## config.mk

```make
export PLATFORM = sky130hd
export DESIGN_NAME = array_max_engine
export DESIGN_NICKNAME = d
export VERILOG_FILES = /design/src/rtl/array_max_engine_pkg.sv /design/src/rtl/array_max_engine_max_compare_unit.sv /design/src/rtl/array_max_engine.sv
export SDC_FILE = /design/constraint.sdc
export NUM_CORES = 1
export LEC_CHECK = 0
export CAP_MARGIN = 30
export CELL_PAD_IN_SITES_DETAIL_PLACEMENT = 0
export CELL_PAD_IN_SITES_GLOBAL_PLACEMENT = 1
export CORE_ASPECT_RATIO = 0.7
export CORE_MARGIN = 2
export CORE_UTILIZATION = 35
export DETAILED_ROUTE_END_ITERATION = 10
export GPL_ROUTABILITY_DRIVEN = 0
export PLACE_DENSITY_LB_ADDON = 0.15
export SETUP_SLACK_MARGIN = 0.1
export SYNTH_ARGS = -nofsm -noshare
export SYNTH_HDL_FRONTEND = slang
export SYNTH_SLANG_ARGS = --single-unit
```

## constraint.sdc

```tcl
create_clock -name clock -period 6 [get_ports clock]
set_clock_uncertainty 0.05 [all_clocks]
set_input_delay 1.2 -clock clock [delete_from_list [all_inputs] [get_ports clock]]
set_output_delay 1.2 -clock clock [all_outputs]
set_load 0.01 [all_outputs]
```

## src/rtl/array_max_engine_pkg.sv

```systemverilog
// ---------------------------------------------------------------------------
// array_max_engine_pkg
//   Shared definitions for the array maximum search engine:
//     - DEFAULT_WIDTH / DEFAULT_ADDR_WIDTH : default data and address widths
//     - state_t                            : engine FSM state encoding
// ---------------------------------------------------------------------------
package array_max_engine_pkg;

    localparam int DEFAULT_WIDTH      = 8;
    localparam int DEFAULT_ADDR_WIDTH = 8;

    // One state per cycle. WRITE_MAX / WRITE_IDX are only reachable when the
    // writeback feature is built in; the encoding is kept identical in both
    // builds so state values mean the same thing everywhere.
    typedef enum logic [2:0] {
        ST_IDLE      = 3'd0,
        ST_READ      = 3'd1,
        ST_WRITE_MAX = 3'd2,
        ST_WRITE_IDX = 3'd3,
        ST_DONE      = 3'd4
    } state_t;

endpackage : array_max_engine_pkg

```

## src/rtl/array_max_engine_max_compare_unit.sv

```systemverilog
// ---------------------------------------------------------------------------
// max_compare_unit
//   Combinational running-maximum step: compares a candidate word against the
//   current maximum (unsigned) and selects the surviving value and index.
//   A strict greater-than is used so that, on ties, the earlier index wins.
//
// Ports
//   candidate        in   WIDTH       word just read from memory
//   candidate_index  in   ADDR_WIDTH  offset of that word from the base
//   current_max      in   WIDTH       maximum found so far
//   current_index    in   ADDR_WIDTH  offset of the maximum found so far
//   next_max         out  WIDTH       maximum after considering candidate
//   next_index       out  ADDR_WIDTH  offset belonging to next_max
// ---------------------------------------------------------------------------
module max_compare_unit #(
    parameter int WIDTH      = 8,
    parameter int ADDR_WIDTH = 8
) (
    input  logic [WIDTH-1:0]      candidate,
    input  logic [ADDR_WIDTH-1:0] candidate_index,
    input  logic [WIDTH-1:0]      current_max,
    input  logic [ADDR_WIDTH-1:0] current_index,
    output logic [WIDTH-1:0]      next_max,
    output logic [ADDR_WIDTH-1:0] next_index
);

    logic greater;

    // Both operands are declared unsigned, so this is an unsigned compare.
    assign greater    = candidate > current_max;
    assign next_max   = greater ? candidate       : current_max;
    assign next_index = greater ? candidate_index : current_index;

endmodule : max_compare_unit

```

## src/rtl/array_max_engine.sv

```systemverilog
// ---------------------------------------------------------------------------
// array_max_engine
//   Scans `count` consecutive words of a data memory starting at
//   `baseAddress` (addresses wrap modulo 2^ADDR_WIDTH), tracks the largest
//   unsigned value and the offset of its first occurrence, optionally writes
//   both back to memory at dstAddress / dstAddress+1, then pulses `done`.
//
// Build option
//   ARRAY_MAX_WRITEBACK_EN  defined   : READ -> WRITE_MAX -> WRITE_IDX -> DONE
//                           undefined : READ -> DONE, memWrite/memWriteData
//                                       tied to 0, dstAddress ignored
//
// Ports
//   clock         in   1           sole clock, rising edge
//   reset         in   1           synchronous, active-high
//   start         in   1           request pulse, honoured only when idle
//   baseAddress   in   ADDR_WIDTH  first word address (captured on start)
//   count         in   ADDR_WIDTH  number of words to scan (captured on start)
//   dstAddress    in   ADDR_WIDTH  writeback address (captured on start)
//   memAddress    out  ADDR_WIDTH  data memory address
//   memWrite      out  1           memory write strobe (written next edge)
//   memWriteData  out  WIDTH       memory write data
//   memReadData   in   WIDTH       combinational read data for memAddress
//   busy          out  1           high whenever not idle
//   done          out  1           one-cycle completion pulse
//   maxValue      out  WIDTH       largest word found
//   maxIndex      out  ADDR_WIDTH  offset of first occurrence of maxValue
// ---------------------------------------------------------------------------
module array_max_engine
    import array_max_engine_pkg::*;
#(
    parameter int WIDTH      = DEFAULT_WIDTH,
    parameter int ADDR_WIDTH = DEFAULT_ADDR_WIDTH
) (
    input  logic                  clock,
    input  logic                  reset,
    input  logic                  start,
    input  logic [ADDR_WIDTH-1:0] baseAddress,
    input  logic [ADDR_WIDTH-1:0] count,
    input  logic [ADDR_WIDTH-1:0] dstAddress,
    output logic [ADDR_WIDTH-1:0] memAddress,
    output logic                  memWrite,
    output logic [WIDTH-1:0]      memWriteData,
    input  logic [WIDTH-1:0]      memReadData,
    output logic                  busy,
    output logic                  done,
    output logic [WIDTH-1:0]      maxValue,
    output logic [ADDR_WIDTH-1:0] maxIndex
);

    state_t                  state_q, state_d;
    logic [ADDR_WIDTH-1:0]   base_q;
    logic [ADDR_WIDTH-1:0]   count_q;
    logic [ADDR_WIDTH-1:0]   offset_q;
    logic [WIDTH-1:0]        max_value_q;
    logic [ADDR_WIDTH-1:0]   max_index_q;

    logic [ADDR_WIDTH-1:0]   read_address;
    logic                    last_read;
    logic [WIDTH-1:0]        cmp_max;
    logic [ADDR_WIDTH-1:0]   cmp_index;

`ifdef ARRAY_MAX_WRITEBACK_EN
    logic [ADDR_WIDTH-1:0]   dst_q;
`else
    // Writeback is compiled out, so the destination is never looked at.
    logic                    unused_dst;
    assign unused_dst = ^dstAddress;
`endif

    // Natural ADDR_WIDTH-bit arithmetic gives the modulo-2^ADDR_WIDTH wrap.
    assign read_address = base_q + offset_q;

    // count_q is never 0 in READ (count==0 goes straight to DONE), so
    // count_q-1 is the offset of the final word.
    assign last_read = (offset_q == count_q - ADDR_WIDTH'(1));

    max_compare_unit #(
        .WIDTH      (WIDTH),
        .ADDR_WIDTH (ADDR_WIDTH)
    ) u_compare (
        .candidate       (memReadData),
        .candidate_index (offset_q),
        .current_max     (max_value_q),
        .current_index   (max_index_q),
        .next_max        (cmp_max),
        .next_index      (cmp_index)
    );

    // -----------------------------------------------------------------------
    // State and datapath registers
    // -----------------------------------------------------------------------
    // NOTE: every register here uses <= so all of them update from the same
    // pre-edge values; a blocking = would let later lines see new values.
    always_ff @(posedge clock) begin
        if (reset) begin
            state_q     <= ST_IDLE;
            base_q      <= '0;
            count_q     <= '0;
            offset_q    <= '0;
            max_value_q <= '0;
            max_index_q <= '0;
`ifdef ARRAY_MAX_WRITEBACK_EN
            dst_q       <= '0;
`endif
        end else begin
            state_q <= state_d;
            case (state_q)
                ST_IDLE: begin
                    // Capture the job once; later changes on the inputs or
                    // further start pulses cannot disturb a running scan.
                    if (start) begin
                        base_q      <= baseAddress;
                        count_q     <= count;
                        offset_q    <= '0;
                        max_value_q <= '0;
                        max_index_q <= '0;
`ifdef ARRAY_MAX_WRITEBACK_EN
                        dst_q       <= dstAddress;
`endif
                    end
                end
                ST_READ: begin
                    offset_q    <= offset_q + ADDR_WIDTH'(1);
                    max_value_q <= cmp_max;
                    max_index_q <= cmp_index;
                end
                default: begin
                    // Result registers hold until the next accepted start.
                end
            endcase
        end
    end

    // -----------------------------------------------------------------------
    // Next-state and memory-port decode
    // -----------------------------------------------------------------------
    // NOTE: every output of this block gets a default first, so no path
    // through the case can leave one unassigned and infer a latch.
    always_comb begin
        state_d      = state_q;
        memAddress   = '0;
        memWrite     = 1'b0;
        memWriteData = '0;

        case (state_q)
            ST_IDLE: begin
                if (start) begin
                    state_d = (count == '0) ? ST_DONE : ST_READ;
                end
            end

            ST_READ: begin
                memAddress = read_address;
                if (last_read) begin
`ifdef ARRAY_MAX_WRITEBACK_EN
                    state_d = ST_WRITE_MAX;
`else
                    state_d = ST_DONE;
`endif
                end
            end

`ifdef ARRAY_MAX_WRITEBACK_EN
            ST_WRITE_MAX: begin
                memWrite     = 1'b1;
                memAddress   = dst_q;
                memWriteData = max_value_q;
                state_d      = ST_WRITE_IDX;
            end

            ST_WRITE_IDX: begin
                memWrite     = 1'b1;
                memAddress   = dst_q + ADDR_WIDTH'(1);
                // Size cast zero-extends or truncates the index to a word.
                memWriteData = WIDTH'(max_index_q);
                state_d      = ST_DONE;
            end
`endif

            ST_DONE: begin
                state_d = ST_IDLE;
            end

            default: begin
                state_d = ST_IDLE;
            end
        endcase
    end

    assign busy     = (state_q != ST_IDLE);
    assign done     = (state_q == ST_DONE);
    assign maxValue = max_value_q;
    assign maxIndex = max_index_q;

endmodule : array_max_engine

```

==> impl_metrics.env <==
export IMPL_power_leakage_nw=1.288
export IMPL_firstDrtPassIters=4
export IMPL_cts_buffer_depth=2
export IMPL_synthArstFlopShare_pct=0
export IMPL_run_status="completed"
export IMPL_synth_top_area_share_pct=31.64
export IMPL_antenna_found_initial=0
export IMPL_worst_path_buf_inv=1
export IMPL_rsz0062_at_grt="no"
export IMPL_dp_hpwl_um=4342
export IMPL_power_density_nw_per_um2=190.4
export IMPL_synth_top_family_by_area="simple AND/OR/NAND/NOR gates"
export IMPL_drc=0
export IMPL_diodes=0
export IMPL_reg2reg_depth=5
export IMPL_viasPerCell=4.840
export IMPL_cp_slowest_cell="clkdlybuf4s50_1"
export IMPL_peakVddDrop_mv=0.1107
export IMPL_muxShareOfSynthArea_pct=7.250
export IMPL_avgSynthCellArea_sq_um=8.279
export IMPL_routed_wirelength_um=6165
export IMPL_area_growth_pct=23.59
export IMPL_tightest_slew_ns=0.9522
export IMPL_drv_slew=0
export IMPL_syn_inst=321
export IMPL_synth_xor_area_share_pct=4.944
export IMPL_crit_cells=8
export IMPL_startpoint_type="flop"
export IMPL_num_vias=2236
export IMPL_criticalPathCategory="reg2out"
export IMPL_cts_buffers=5
export IMPL_ys_seq_area_share_pct=31.64
export IMPL_hold_class="reg2reg"
export IMPL_clkLatencyLatePin_ns=0.29
export IMPL_grt_pass1_wl_um=10500
export IMPL_cts_resized=0
export IMPL_tns_ns=0
export IMPL_post_cts_buffers=0
export IMPL_yosysTopAreaCell="dfxtp_1"
export IMPL_cts_max_level=2
export IMPL_fin_nets=416
export IMPL_r2r_start="state_q[2]"
export IMPL_yosysMostFrequentCell="dfxtp_1"
export IMPL_fmax_mhz=246.7
export IMPL_wl_per_cell_um=13.34
export IMPL_cts_hold_buf=0
export IMPL_slowest_delay_ns=0.52
export IMPL_grt_usage_pct=15.64
export IMPL_synthFlopType="dfxtp_1"
export IMPL_cts_sinks=42
export IMPL_synth_fa_ha_area_share_pct=8.757
export IMPL_cp_cell_sequence="ha_1, fa_1, a21o_1, a21o_1, a21oi_1, mux2i_1, o311ai_0, clkdlybuf4s50_1"
export IMPL_required_ns=4.75
export IMPL_r2r_slack_ns=3.69
export IMPL_crit_path_max_fanout=6
export IMPL_io_pins=70
export IMPL_cp_common_cell="a21o_1"
export IMPL_fp_dieH_um=76.91
export IMPL_overflow=0
export IMPL_maxCapViolations=0
export IMPL_final_area_sq_um=3284
export IMPL_synthTopCellsByCount="42 x dfxtp_1, 39 x nand2_1, 30 x a21oi_1"
export IMPL_grt_max_degree=59
export IMPL_cts_tree="done"
export IMPL_port_buffers=52
export IMPL_r2r_end="maxIndex[0]"
export IMPL_instances_no_fill=462
export IMPL_ys_seq_elements=42
export IMPL_crit_path_end="memAddress[6]"
export IMPL_setup_viol=0
export IMPL_synth_compound_area_share_pct=13.37
export IMPL_dpl_cell_count=454
export IMPL_drtIter0Drc=62
export IMPL_worstSetupStartpoint="offset_q[0]"
export IMPL_root_buffer="clkbuf_8"
export IMPL_synth_distinct_cells=44
export IMPL_layout_drive_gt1_share_pct=5.220
export IMPL_crit_family="compound AO/OA/AOI/OAI gates"
export IMPL_crit_arrival_ns=2.80
export IMPL_synth_edf_count=0
export IMPL_grt_pass1_vias=2132
export IMPL_slew_headroom_pct=36.52
export IMPL_syn_area_sq_um=2658
export IMPL_finalPower_w=0.0006254
export IMPL_die_area_sq_um=8317
export IMPL_antenna_left=0
export IMPL_worst_setup_path_end_kind="primary output"
export IMPL_yosysWarnings=0
export IMPL_die_w_um=108.2
export IMPL_synthTopCellsByArea="dfxtp_1 32%, ha_1 8.0%, mux2i_1 6.4%"
export IMPL_core_sq_um=7320
export IMPL_place_area_sq_um=3193
export IMPL_period_needed_ns=4.054
export IMPL_start_util_pct=36.31
export IMPL_final_period_utilization_pct=67.57
export IMPL_hold_violations=0
export IMPL_yosys_area_share_simple_pct=25.94
export IMPL_clk_pin_slew_ns=0.07
export IMPL_num_rows=26
## layout by cell type (no fill, tap or decap), types with 2 or more instances in the layout
cell and count:
clkdlybuf4s50_1 52, dfxtp_1 42, nand2_1 39, a21oi_1 30
nor2_1 18, nand2b_1 18, mux2i_1 17, ha_1 17
nand3b_1 16, inv_1 15, conb_1 9, nand3_1 8
xnor2_1 8, o21ai_0 7, xor2_1 7, clkbuf_8 6
a21o_1 4, nor3_1 4, and3_1 3, and2_1 3
nor2b_1 3, or3_1 3, nand4_1 3, nor3b_1 2
a211oi_1 2, o211ai_1 2, a211oi_2 2, or4_1 2
o22a_1 2, and4_1 2, mux2_2 2, buf_4 2
## worst min-delay path: stages, from the launching register on
cell	delay, ns
dfxtp_1	0.32
nand2_1	0.05
a21oi_1	0.05
## power by group
group / internal, W / total, W / switching [W]
sequential: 0.000289 / 0.000300 / 0.0000113
combinational: 0.0000648 / 0.000133 / 0.0000686
clock: 0.0000930 / 0.000192 / 0.0000989
## layout make-up
| type | count | area, sq um |
|---|---|---|
| Clock buffer | 7 | 86.33 |
| Clock inverter | 1 | 5.005 |
| Fill cell | 761 | 4035 |
| Inverter | 15 | 56.30 |
| Multi-Input combinational cell | 245 | 1638 |
| Sequential cell | 42 | 840.8 |
| Tap cell | 98 | 122.6 |
| Timing Repair Buffer | 54 | 535.5 |
## kinds of logic after synthesis
| family | count (synthesis) |
|---|---|
| XOR/XNOR | 15 |
| adder cells (fa/ha/maj) | 18 |
| other | 1 |
| AND/OR/NAND/NOR | 128 |
| flip-flops | 42 |
| buffers and inverters | 42 |
| multiplexers | 19 |
| AO/OA/AOI/OAI | 56 |
## flip-flops by register name, summed over array words and instances, names as in the netlist
name      cells
offset_q      8
maxIndex      8
count_q       8
maxValue      8
base_q        8
state_q       2
## through the flow
step                hold WS, ns  utilization [%]  setup WS [ns]
floorplan                0.3906                -          2.890
global placement         0.4043            43.62          2.261
detailed placement       0.4080            43.62          2.276
CTS                      0.4205            44.87          1.939
global route             0.4413            44.87          1.747
finish                   0.4189            44.87          1.946
## metal layers
layer	vias to the layer above	track usage, %	share of wire, %
li1	1164	-	-
met1	1023	23.21	53
met2	44	23.02	41
met3	5	3.656	5.2
met4	0	2.949	0.63
met5	-	0	0
## how the worst min path moves through the flow
stage | start | endpoint | cells past startpoint
final | base_q[0] | base_q[0] | 2
after global routing | base_q[5] | base_q[5] | 2
after CTS | base_q[5] | base_q[5] | 2
after detailed placement | base_q[5] | base_q[5] | 2
after global placement | base_q[0] | base_q[0] | 2
after floorplan | base_q[0] | base_q[0] | 2
Power figures use the tool's default switching activity.
